$ cat src/rtl/rv_out_uart.sv
// Captures changed core observation words into a FIFO and streams them as 5-byte 8N1 frames; start bit one cycle after pop.
// Backpressure: capture while the FIFO is full drops the record (sticky overflow) and retries a persisting value.
module rv_out_fifo #(
  parameter int W     = 34,
  parameter int DEPTH = 16
) (
  input  logic                      clk,
  input  logic                      rst,
  input  logic                      push,
  input  logic [W-1:0]              push_dat,
  input  logic                      pop,
  output logic [W-1:0]              pop_dat,
  output logic [$clog2(DEPTH):0]    count
);
  localparam int AW = $clog2(DEPTH);
  localparam logic [AW:0] FULL_CNT = (AW+1)'(DEPTH);

  logic [W-1:0]  mem [DEPTH];
  logic [AW-1:0] wr_ptr, rd_ptr;
  logic          do_push, do_pop;

  assign do_push = push & (count != FULL_CNT);
  assign do_pop  = pop & (count != '0);
  assign pop_dat = mem[rd_ptr];

  always_ff @(posedge clk) begin
    if (do_push) mem[wr_ptr] <= push_dat;
  end

  always_ff @(posedge clk) begin
    if (rst) begin
      wr_ptr <= '0;
      rd_ptr <= '0;
      count  <= '0;
    end else begin
      if (do_push) wr_ptr <= wr_ptr + 1'b1;
      if (do_pop)  rd_ptr <= rd_ptr + 1'b1;
      case ({do_push, do_pop})
        2'b10:   count <= count + 1'b1;
        2'b01:   count <= count - 1'b1;
        default: count <= count;
      endcase
    end
  end
endmodule

module rv_out_uart #(
  parameter int CLKS_PER_BIT = 868,
  parameter int FIFO_DEPTH   = 16
) (
  input  logic                          clk,
  input  logic                          rst,
  input  logic [31:0]                   core_out,
  input  logic                          core_out_type,
  input  logic                          core_exit,
  input  logic                          cap_en,
  output logic                          uart_tx,
  output logic                          busy,
  output logic                          done,
  output logic                          overflow,
  output logic [$clog2(FIFO_DEPTH):0]   fifo_count
);
  localparam int AW = $clog2(FIFO_DEPTH);
  localparam logic [AW:0] FULL_CNT = (AW+1)'(FIFO_DEPTH);
  localparam logic [15:0] BAUD_MAX = 16'(CLKS_PER_BIT - 1);

  typedef enum logic [1:0] {IDLE, START, DATA, STOP} state_t;
  typedef struct packed {
    logic [1:0]  kind;
    logic [31:0] data;
  } rec_t;

  state_t      state, state_nxt;
  rec_t        rec, rec_nxt, cap_rec, fifo_head;
  logic [15:0] baud, baud_nxt;
  logic [2:0]  bit_idx, bit_idx_nxt, byte_idx, byte_idx_nxt;
  logic [31:0] last_out;
  logic        last_type, have_last, exit_seen;
  logic        capture, push, pop, full, empty;
  logic [7:0]  cur_byte;

  assign full  = (fifo_count == FULL_CNT);
  assign empty = (fifo_count == '0);
  assign capture = cap_en & ~exit_seen &
                   (core_exit | ~have_last | (core_out != last_out) | (core_out_type != last_type));
  assign push  = capture & ~full;
  assign pop   = (state == IDLE) & ~empty;
  assign busy  = ~empty | (state != IDLE);
  assign done  = exit_seen & empty & (state == IDLE);

  always_comb begin
    cap_rec.data = core_out;
    cap_rec.kind = core_exit ? 2'd2 : {1'b0, core_out_type};
  end

  rv_out_fifo #(.W($bits(rec_t)), .DEPTH(FIFO_DEPTH)) u_fifo (
    .clk      (clk),
    .rst      (rst),
    .push     (push),
    .push_dat (cap_rec),
    .pop      (pop),
    .pop_dat  (fifo_head),
    .count    (fifo_count)
  );

  // last_* only advance on a successful push so a dropped value is retried.
  always_ff @(posedge clk) begin
    if (rst) begin
      last_out  <= '0;
      last_type <= 1'b0;
      have_last <= 1'b0;
      exit_seen <= 1'b0;
      overflow  <= 1'b0;
    end else begin
      if (push) begin
        last_out  <= core_out;
        last_type <= core_out_type;
        have_last <= 1'b1;
        if (core_exit) exit_seen <= 1'b1;
      end
      if (capture & full) overflow <= 1'b1;
    end
  end

  always_comb begin
    case (byte_idx)
      3'd0:    cur_byte = (rec.kind == 2'd2) ? 8'h58 : (rec.kind == 2'd1) ? 8'h50 : 8'h44;
      3'd1:    cur_byte = rec.data[31:24];
      3'd2:    cur_byte = rec.data[23:16];
      3'd3:    cur_byte = rec.data[15:8];
      default: cur_byte = rec.data[7:0];
    endcase
  end

  always_ff @(posedge clk) begin
    if (rst) begin
      state    <= IDLE;
      rec      <= '0;
      baud     <= '0;
      bit_idx  <= '0;
      byte_idx <= '0;
    end else begin
      state    <= state_nxt;
      rec      <= rec_nxt;
      baud     <= baud_nxt;
      bit_idx  <= bit_idx_nxt;
      byte_idx <= byte_idx_nxt;
    end
  end

  always_comb begin
    state_nxt    = state;
    rec_nxt      = rec;
    baud_nxt     = baud;
    bit_idx_nxt  = bit_idx;
    byte_idx_nxt = byte_idx;
    uart_tx      = 1'b1;
    case (state)
      IDLE: begin
        if (pop) begin
          rec_nxt      = fifo_head;
          byte_idx_nxt = '0;
          baud_nxt     = BAUD_MAX;
          state_nxt    = START;
        end
      end
      START: begin
        uart_tx = 1'b0;
        if (baud == '0) begin
          baud_nxt    = BAUD_MAX;
          bit_idx_nxt = '0;
          state_nxt   = DATA;
        end else begin
          baud_nxt = baud - 1'b1;
        end
      end
      DATA: begin
        uart_tx = cur_byte[bit_idx];
        if (baud == '0) begin
          baud_nxt = BAUD_MAX;
          if (bit_idx == 3'd7) state_nxt = STOP;
          else                 bit_idx_nxt = bit_idx + 1'b1;
        end else begin
          baud_nxt = baud - 1'b1;
        end
      end
      STOP: begin
        if (baud == '0) begin
          if (byte_idx != 3'd4) begin
            byte_idx_nxt = byte_idx + 1'b1;
            baud_nxt     = BAUD_MAX;
            state_nxt    = START;
          end else begin
            state_nxt = IDLE;
          end
        end else begin
          baud_nxt = baud - 1'b1;
        end
      end
      default: state_nxt = IDLE;
    endcase
  end
endmodule
$ cat config.mk
export PLATFORM = sky130hd
export DESIGN_NAME = rv_out_uart
export DESIGN_NICKNAME = d
export VERILOG_FILES = /design/src/rtl/rv_out_uart.sv
export SDC_FILE = /design/constraint.sdc
export NUM_CORES = 1
export LEC_CHECK = 0
export CORE_ASPECT_RATIO = 2
export CORE_MARGIN = 3
export CORE_UTILIZATION = 59
export CTS_CLUSTER_SIZE = 20
export DETAILED_ROUTE_END_ITERATION = 12
export HOLD_SLACK_MARGIN = 0.15
export PLACE_DENSITY_LB_ADDON = 0.1
export SETUP_SLACK_MARGIN = 0.1
export SLEW_MARGIN = 30
export SYNTH_ARGS = -nofsm -noshare
export SYNTH_HDL_FRONTEND = slang
export SYNTH_HIERARCHICAL = 1
export SYNTH_SLANG_ARGS = --single-unit
$ cat constraint.sdc
create_clock -name clk -period 6.09 [get_ports clk]
set_input_delay 0.9135 -clock clk [delete_from_list [all_inputs] [get_ports clk]]
set_output_delay 0.9135 -clock clk [all_outputs]
set_load 0.03 [all_outputs]
Word level (Yosys, flattened, before mapping)
Memory sizes are Yosys's and may differ from the RTL's. A register that Yosys moved wholly into a read port is not among the register bits.
Index checks and enable logic that the tools add are counted.
{"block": "word_totals", "inputBits": 37, "ramBits": 544, "memories": 1, "wordCells": 108, "ff_bits": 73}
{"block": "classes", "bitwise": 17, "muxes": 30, "n_addsub": 7, "n_reduce_logical": 16, "n_lt_le_gt_ge": 1, "eq_ne": 24}
{"memory": "u_fifo.mem", "words": 16, "word_bits": 34, "read_ports": 1, "rd_ports_with_merged_regs": 1, "wr": 1, "line_no": "18", "rtl": "logic [W-1:0] mem [DEPTH];"}
{"cell": "$mux 16", "n": 4}
{"cell": "$pmux 16 s3", "n": 1}
{"cell": "$ne 32x32->1", "n": 1}
{"cell": "$pmux 8 s4", "n": 1}
{"cell": "$mux 3", "n": 6}
{"cell": "$logic_not 16->1", "n": 1}
{"cell": "$sub 16x1->16 const B", "n": 1}
{"cell": "$mux 2", "n": 6}
{"cell": "$ne 2x2->1 const B", "n": 6}
{"cell": "$pmux 3 s2", "n": 2}
{"cell": "$mux 5", "n": 2}
{"cell": "$pmux 5 s2", "n": 1}
{"cell": "$and 1x1->1", "n": 9}
{"cell": "$add 4x1->4 const B", "n": 2}
{"cell": "$eq 2x2->1 const B", "n": 4}
{"cell": "$pmux 2 s4", "n": 1}
{"cell": "$reduce_and 4->1", "n": 2}
{"cell": "$reduce_bool 2->1", "n": 4}
{"cell": "$add 3x1->3 const B", "n": 2}
{"cell": "$eq 2x1->1 const B", "n": 3}
{"cell": "$eq 3x2->1 const B", "n": 2}
{"cell": "$ne 3x3->1 const B", "n": 2}
{"cell": "$reduce_and 2->1", "n": 3}
{"cell": "$add 5x1->5 const B", "n": 1}
{"cell": "19 further kinds", "n": 28}

Longest topological paths before layout
Gate-level depths: netlist of the first run.
{"block": "depth", "word_depth": 9, "depth_mapped": 17}

Cells and area by module
Netlist of the first run, hierarchy kept.
{"module": "rv_out_fifo", "seq_area_each_um2": 16676.0, "area_per_inst_um2": 21353.0, "n_inst": 1, "cells_each": 957}
{"module": "rv_out_uart", "seq_area_each_um2": 1881.8, "area_per_inst_um2": 4689.5, "n_inst": 1, "cells_each": 589}

Least setup slack after synthesis of the first run
Ideal clock, no wire load.
{"block": "synth_timing", "path_kind": "input to register", "startpoint": "input core_out[20]", "endpoint": "memory u_fifo.mem[0][0], enable pin", "t_arrival_ns": 4.616, "n_path_buf": 2, "cell_stages": 10, "setup_time_ns": 0.468, "required_time_ns": 5.622, "setup_slack_ns": 1.006, "path_cell_list": "xnor2_1 > nand4_1 > nor3_1 > and4_1 > clkbuf_1 > clkbuf_1 > nor2_1 > o21a_4 > nand2_1 > nor3_1"}
{"block": "synth_via", "elab_chain_len": 8}
{"element": "from (decl)", "line_no": "53", "rtl": "input logic [31:0] core_out,"}
{"element": "$ne 32x32->1", "line_no": "85", "rtl": "(core_exit | ~have_last | (core_out != last_out) | (core_out_type != last_type));"}
{"element": "$or 1x1->1 (2 in a row)", "line_no": "85"}
{"element": "$and 1x1->1", "line_no": "84", "rtl": "assign capture = cap_en & ~exit_seen &"}
{"element": "$and 1x1->1", "line_no": "86", "rtl": "assign push = capture & ~full;"}
{"element": "named net push", "line_no": "79", "rtl": "logic capture, push, pop, full, empty;"}
{"element": "$and 1x1->1", "line_no": "22", "rtl": "assign do_push = push & (count != FULL_CNT);"}
{"element": "$mux 1", "line_no": "27", "rtl": "if (do_push) mem[wr_ptr] <= push_dat;"}
{"element": "$mux 1 (not written as such)", "line_no": "27"}
{"element": "to (decl)", "line_no": "18"}
The timed path passes the listed nets, and every way through them passes these cells.

Worst setup path in the final report of the first run
{"block": "layout_timing", "startpoint": "register byte_idx[0]", "endpoint": "output uart_tx"}
{"block": "layout_via", "elab_chain_len": 5, "word_cells_on_any_way": 8, "classes_between": "eq/ne (3); mux (4); reduce/logical (1)"}
{"element": "from (decl)", "line_no": "76", "rtl": "logic [2:0] bit_idx, bit_idx_nxt, byte_idx, byte_idx_nxt;"}
{"element": "from (signal assigned)", "line_no": "147", "rtl": "byte_idx <= byte_idx_nxt;"}
{"element": "$eq 3x2->1, or another cell as far along", "line_no": "126", "rtl": "case (byte_idx)"}
{"element": "$pmux 8 s4 *", "line_no": "126"}
{"element": "$bmux 1 s3 *", "line_no": "178", "rtl": "uart_tx = cur_byte[bit_idx];"}
{"element": "$mux 1 (not written as such) *", "line_no": "178"}
{"element": "$pmux 1 s2 *", "line_no": "158", "rtl": "case (state)"}
{"element": "to (decl)", "line_no": "57", "rtl": "output logic uart_tx,"}
Every way passes the cells marked *; elsewhere a longest branch is shown, timed or not. The select of a mux whose other input is x is not followed.

==> impl_metrics.json, run 1 <==
{
  "outcome": "finished clean",
  "cap_violations": 0,
  "grt_max_degree": 81,
  "fin_cells": 2223,
  "fin_crit_sh": 0.752,
  "synthToLayoutAreaGrowth_pct": 12.9,
  "wl_met2_um": 34100,
  "synth_edf_count": 544,
  "antenna_found_initial": 0,
  "drive_above_1_share": 0.199,
  "cts_setup_buffers": 0,
  "clk_pin_slew_ps": 70,
  "power_density_nw_per_um2": 405,
  "insertion_delay_ps": 600,
  "crit_arrival_ps": 3670,
  "met1_length_um": 21300,
  "cts.sink_count": 655,
  "tightest_slew_ps": 956,
  "numCtsBuffers": 54,
  "reg2regPathDepth": 14,
  "cpPeakStageDelay_ps": 720,
  "cp.required_ps": 5180,
  "io_pins": 46,
  "hp-class": "register to register",
  "irDropWorstVdd_uv": 299,
  "cts-root-buf": "clkbuf_16",
  "drv_slew": 0,
  "drt_iter0_drc": 1151,
  "path_cells": "inv_1 -> ha_1 -> or3_1 -> a21oi_2 -> a221oi_1 -> mux4_2 -> o22ai_1 -> clkdlybuf4s50_1",
  "die_x_um": 155,
  "netlist_instances": 1546,
  "cp.depth": 8,
  "crit_slowest_cell": "clkdlybuf4s50_1",
  "numPortBuffers": 45,
  "initial_utilization": 0.599,
  "critPathLaunchType": "register",
  "die_area_um2": 46900,
  "grt_pass1_vias": 15100,
  "fillers": 2954,
  "core_area_um2": 43500,
  "track_usage": 0.266,
  "cts.path.max_buffers": 3,
  "grt_overflow": 0,
  "hold_buffers": 0,
  "yosysWarningCount": 6,
  "cp-end-kind": "primary output",
  "h-tree-depth": 2,
  "cts_repair_resize_count": 0,
  "synth_top_area_cell": "edfxtp_1",
  "fin_skew_ps": 26.1,
  "clock.fmax_mhz": 218,
  "finalCriticalPeriod_ps": 4580,
  "synth_common_cells": "edfxtp_1 (544), mux4_2 (137), nand2_1 (123)",
  "diodes": 0,
  "die_y_um": 303,
  "cts_tree": "done",
  "synth_top_area_share": 0.627,
  "critPathTopFamily": "buffers and inverters",
  "crit_type": "register to primary output",
  "setup-violations-final": 0,
  "dp.cells": 2120,
  "postSynthAreaPerCell_um2": 16.8,
  "drtAntennaViolNets": 0,
  "hpwl_um": 37800,
  "yosysMostFrequentCell": "edfxtp_1",
  "synth_area_um2": 26000,
  "dr.pass1.iters": 5,
  "wl_per_cell_um": 27.4,
  "synthFlopType": "edfxtp_1",
  "std_cell_rows": 108,
  "fin_nets": 1687,
  "crit_fanout": 8,
  "rsz0062_at_grt": "no",
  "drt_wl_total_um": 60900,
  "ys_seq_elements": 655,
  "min_delay_path_depth": 2,
  "relSlewSlack": 0.361,
  "vias_per_cell": 6.44,
  "async_flop_share": 0,
  "syn-num-nets": 1606,
  "ys_types": 71,
  "worst-path-buf-inv": 2,
  "dr.max_layer_used": "met4",
  "hold_violations": 0,
  "tns_ps": 0,
  "synth_area_leaders": "edfxtp_1 (63%), mux4_2 (12%), dfxtp_1 (8.5%)",
  "power_leakage_nw": 9.35,
  "grt_pass1_wl_um": 92700,
  "seq_area_frac_synth": 0.713,
  "drcViolationCount": 0,
  "dr_total_vias": 14300,
  "place.gp.congestion": 0.818,
  "dr_wl_met3_um": 2680
}
## placed cells by master (no fill, tap or decap), drive strengths merged, types with 4 or more instances in the layout
cell type,instances
a21oi,93
a221oi,4
a22oi,70
and2,6
buf,68
bufinv,9
clkbuf,61
clkdlybuf4s50,44
clkinv,24
clkinvlp,4
dfxtp,111
edfxtp,544
ha,23
inv,29
mux2i,5
mux4,137
nand2,123
nand2b,13
nand3,42
nand4,7
nor2,52
nor2b,11
nor3,17
nor4,10
o211ai,6
o21a,6
o21ai,56
or3,4
or4,6
xnor2,32
xor2,8
## per-layer routing
layer | global-route usage | vias to the layer above
li1 | - | 6276
met5 | 0 | -
met3 | 0.0263 | 121
met2 | 0.498 | 448
met4 | 0.114 | 0
met1 | 0.310 | 7468
## layout make-up
type	instances	area (µm²)	area share
Inverter	25	93.8	0.00319
Timing Repair Buffer	112	1050	0.0356
Tap cell	550	688	0.0234
Clock buffer	61	1400	0.0475
Clock inverter	41	474	0.0161
Sequential cell	655	18600	0.632
Multi-Input combinational cell	779	7130	0.243
## sequential cells by signal, summed over array words and instances (netlist names), named ones only
signal and flops:
u_fifo/wr_ptr 4, baud 16, state 2, have_last 1, u_fifo/count 5, bit_idx 3, u_fifo/rd_ptr 4, rec 34
last_out 32, u_fifo/mem 544, overflow 1, byte_idx 3, exit_seen 1, last_type 1
## power breakdown
group	internal, mW	total, mW	switching, mW
combinational	1.18	2.88	1.70
clock	2.05	3.64	1.59
sequential	5.16	5.39	0.235
## stage by stage
step           power [mW]  worst slack [ps]  hold slack, ps  utilization  area [µm²]
2_1_floorplan        7.48              1010             432            -       26000
3_3_place_gp         8.34              1200             444        0.632       27500
3_5_place_dp         8.39              1170             451        0.632       27500
4_1_cts              12.0              1500             460        0.675       29400
5_1_grt              12.4              1320             482        0.676       29400
6_report             11.9              1510             461        0.676       29400
## tightest hold or removal path, cell delays in order (launching register included)
cell and delay (ps):
dfxtp_1 310, nand2_1 50, a21oi_1 50
## final timing paths
check | slack [ps] | from | endpoint
setup / recovery | 1510 | byte_idx[0] | uart_tx
hold / removal | 460 | rec[26] | rec[26]
setup reg to reg | 2350 | u_fifo/count[1] | u_fifo/count[2]
hold reg to reg | 460 | rec[26] | rec[26]
## cell families (layout without fill, tap and decap cells)
| logic type | count (synthesis) | count (layout) | share of synthesized area |
|---|---|---|---|
| compound gates | 267 | 267 | 0.0666 |
| xor+xnor | 40 | 40 | 0.0135 |
| fa+ha+maj | 23 | 23 | 0.0111 |
| buf+inv | 112 | 239 | 0.0196 |
| flops | 655 | 655 | 0.713 |
| mux | 142 | 142 | 0.120 |
| simple gates | 307 | 307 | 0.0563 |
No activity file was read; power rests on OpenSTA's default activity.
==> run 2, diff against run 1 <==
clock period = 4.6 ns   (was 6.09 ns; I/O delays follow)
==> run 2 against run 1 <==
Net effect: clock-buffer cell count increased by 13; cell count is 1.5% higher; combinational power is 41% higher; via count is 3.2% higher; clock power is 28% higher; sequential cell count did not move; cell area increased by 1.5%; critical endpoint is now busy.
==> impl_metrics.json, run 2 (synthesis gave the netlist of run 1 again) <==
{
  "outcome": "finished clean",
  "fin_nets": 1721,
  "irDropWorstVdd_uv": 390,
  "fin_crit_sh": 0.921,
  "h-tree-depth": 2,
  "numPortBuffers": 45,
  "power_density_nw_per_um2": 531,
  "cts.path.max_buffers": 3,
  "hpwl_um": 43100,
  "initial_utilization": 0.599,
  "worst-path-buf-inv": 2,
  "met2_usage": 0.537,
  "grt_busiest_layer": "met2",
  "seqCellArea_um2": 18600,
  "largest_register_ffs": 544,
  "drv_slew": 0,
  "intPower_mw": 11.0,
  "reg_top3": "u_fifo/mem x544, rec x34, last_out x32",
  "cts_setup_buffers": 0,
  "fillers": 2954,
  "std_cell_rows": 108,
  "die_y_um": 303,
  "die_area_um2": 46900,
  "crit_arrival_ps": 3550,
  "fin_skew_ps": 19.4,
  "clock.fmax_mhz": 236,
  "critPathLaunchType": "register",
  "insertion_delay_ps": 590,
  "synthToLayoutAreaGrowth_pct": 14.5,
  "track_usage": 0.294,
  "relSlewSlack": 0.341,
  "rsz0062_at_grt": "no",
  "tightest_slew_ps": 987,
  "mostFrequentLayoutCell": "edfxtp_1",
  "dr_total_vias": 14800,
  "cap_violations": 0,
  "crit_type": "register to primary output",
  "combPwrFrac": 0.257,
  "core_area_um2": 43500,
  "crit_slowest_cell": "or4_1",
  "preCtsSetupSlack_ps": 200,
  "drcViolationCount": 0,
  "power.share.sequential": 0.450,
  "power_leakage_nw": 9.53,
  "critPathTopFamily": "simple AND/OR/NAND/NOR gates",
  "grt_pass1_vias": 15200,
  "cts-root-buf": "clkbuf_16",
  "swShare": 0.303,
  "grt_overflow": 0,
  "hp-class": "register to register",
  "layout_common_cells": "edfxtp_1 (544), mux4_2 (137), nand2_1 (123)",
  "grt_pass1_wl_um": 100000,
  "met3_usage": 0.0322,
  "antenna_found_initial": 1,
  "drt_iter0_drc": 1375,
  "cp-end-kind": "primary output",
  "postLayoutSetupSlackWorst_ps": 362,
  "drt_wl_total_um": 67700,
  "cts.sink_count": 655,
  "drive_above_1_share": 0.214,
  "path_cells": "or4_1 -> nor3_1 -> inv_1 -> clkdlybuf4s50_1",
  "power_frac_clock": 0.293,
  "cpPeakStageDelay_ps": 740,
  "finalCriticalPeriod_ps": 4240,
  "setup-violations-final": 0,
  "cp.required_ps": 3910,
  "cts_tree": "done",
  "switching_power_mw": 4.79,
  "dr.pass1.iters": 5,
  "met1_usage": 0.355,
  "top_register": "u_fifo/mem",
  "io_pins": 46,
  "vias_per_cell": 6.55,
  "die_x_um": 155,
  "place.gp.congestion": 0.892,
  "crit_fanout": 11,
  "numCtsBuffers": 54,
  "hold_violations": 0,
  "grt_max_degree": 53,
  "clk_pin_slew_ps": 70,
  "drtAntennaViolNets": 0,
  "multiInputGateArea_um2": 7150,
  "wl_per_cell_um": 30.0,
  "tns_ps": 0
}
[run 2: cell types whose count changed in the layout (fill, tap and decap cells not counted), moves of 2 or more]
cell / delta
buf_4: +18
buf_16: +7
clkbuf_1: +6
clkbuf_8: +6
buf_12: +5
bufinv_16: -5
clkinv_1: -5
buf_8: +4
nor3_2: -4
nor3_4: +4
clkinv_4: -2
clkinvlp_4: +2
inv_6: -2
[run 2: area by class of cell]
cell class,count,share of cell area
Sequential cell,655,0.622
Multi-Input combinational cell,779,0.240
Timing Repair Buffer,146,0.0514
Clock buffer,74,0.0512
Tap cell,550,0.0231
Clock inverter,27,0.00885
Inverter,25,0.00315
Antenna cell,1,0.0000839
[run 2: repair_timing]
item,CTS,global route
endpoints found under the hold margin,0,0
hold buffers,0,0
endpoints found under the setup margin,1,0
resized for setup,1,0
[run 2: final timing paths]
check	startpoint	endpoint	slack [ps]	cells after the start
worst max-delay path	u_fifo/count[1]	busy	360	4
worst min-delay path	rec[21]	rec[21]	460	2
worst max register to register	last_out[0]	u_fifo/count[3]	870	12
worst min register to register	rec[21]	rec[21]	460	2
[run 2: worst min-delay path, stage by stage, from the launching register on]
cell and delay, ps:
dfxtp_1 310, nand2_1 50, a21oi_1 50
[run 2: power by group through the flow]
stage	Clock, mW	Combinational [mW]	Sequential [mW]
final	4.65	4.07	7.12
after global routing	4.95	4.38	7.16
after CTS	4.72	4.02	7.19
after detailed placement	0	4.00	7.32
after global placement	0	3.94	7.30
after floorplan	0	2.76	7.15
[run 2: per-layer routing]
metal / share of wire / wire, µm
met5: 0 / 0
met3: 0.062 / 4220
met1: 0.34 / 23000
met2: 0.55 / 36900
met4: 0.052 / 3530
[run 2: per-stage QoR]
| step | hold slack (ps) | power, mW | instances | utilization | instance area [µm²] |
|---|---|---|---|---|---|
| after floorplan | 432 | 9.90 | 1546 | - | 26100 |
| after global placement | 444 | 11.2 | 2143 | 0.638 | 27800 |
| after detailed placement | 452 | 11.3 | 2153 | 0.643 | 28000 |
| after CTS | 463 | 15.9 | 2254 | 0.684 | 29800 |
| after global routing | 485 | 16.5 | 2256 | 0.685 | 29800 |
| final | 461 | 15.8 | 2257 | 0.685 | 29800 |
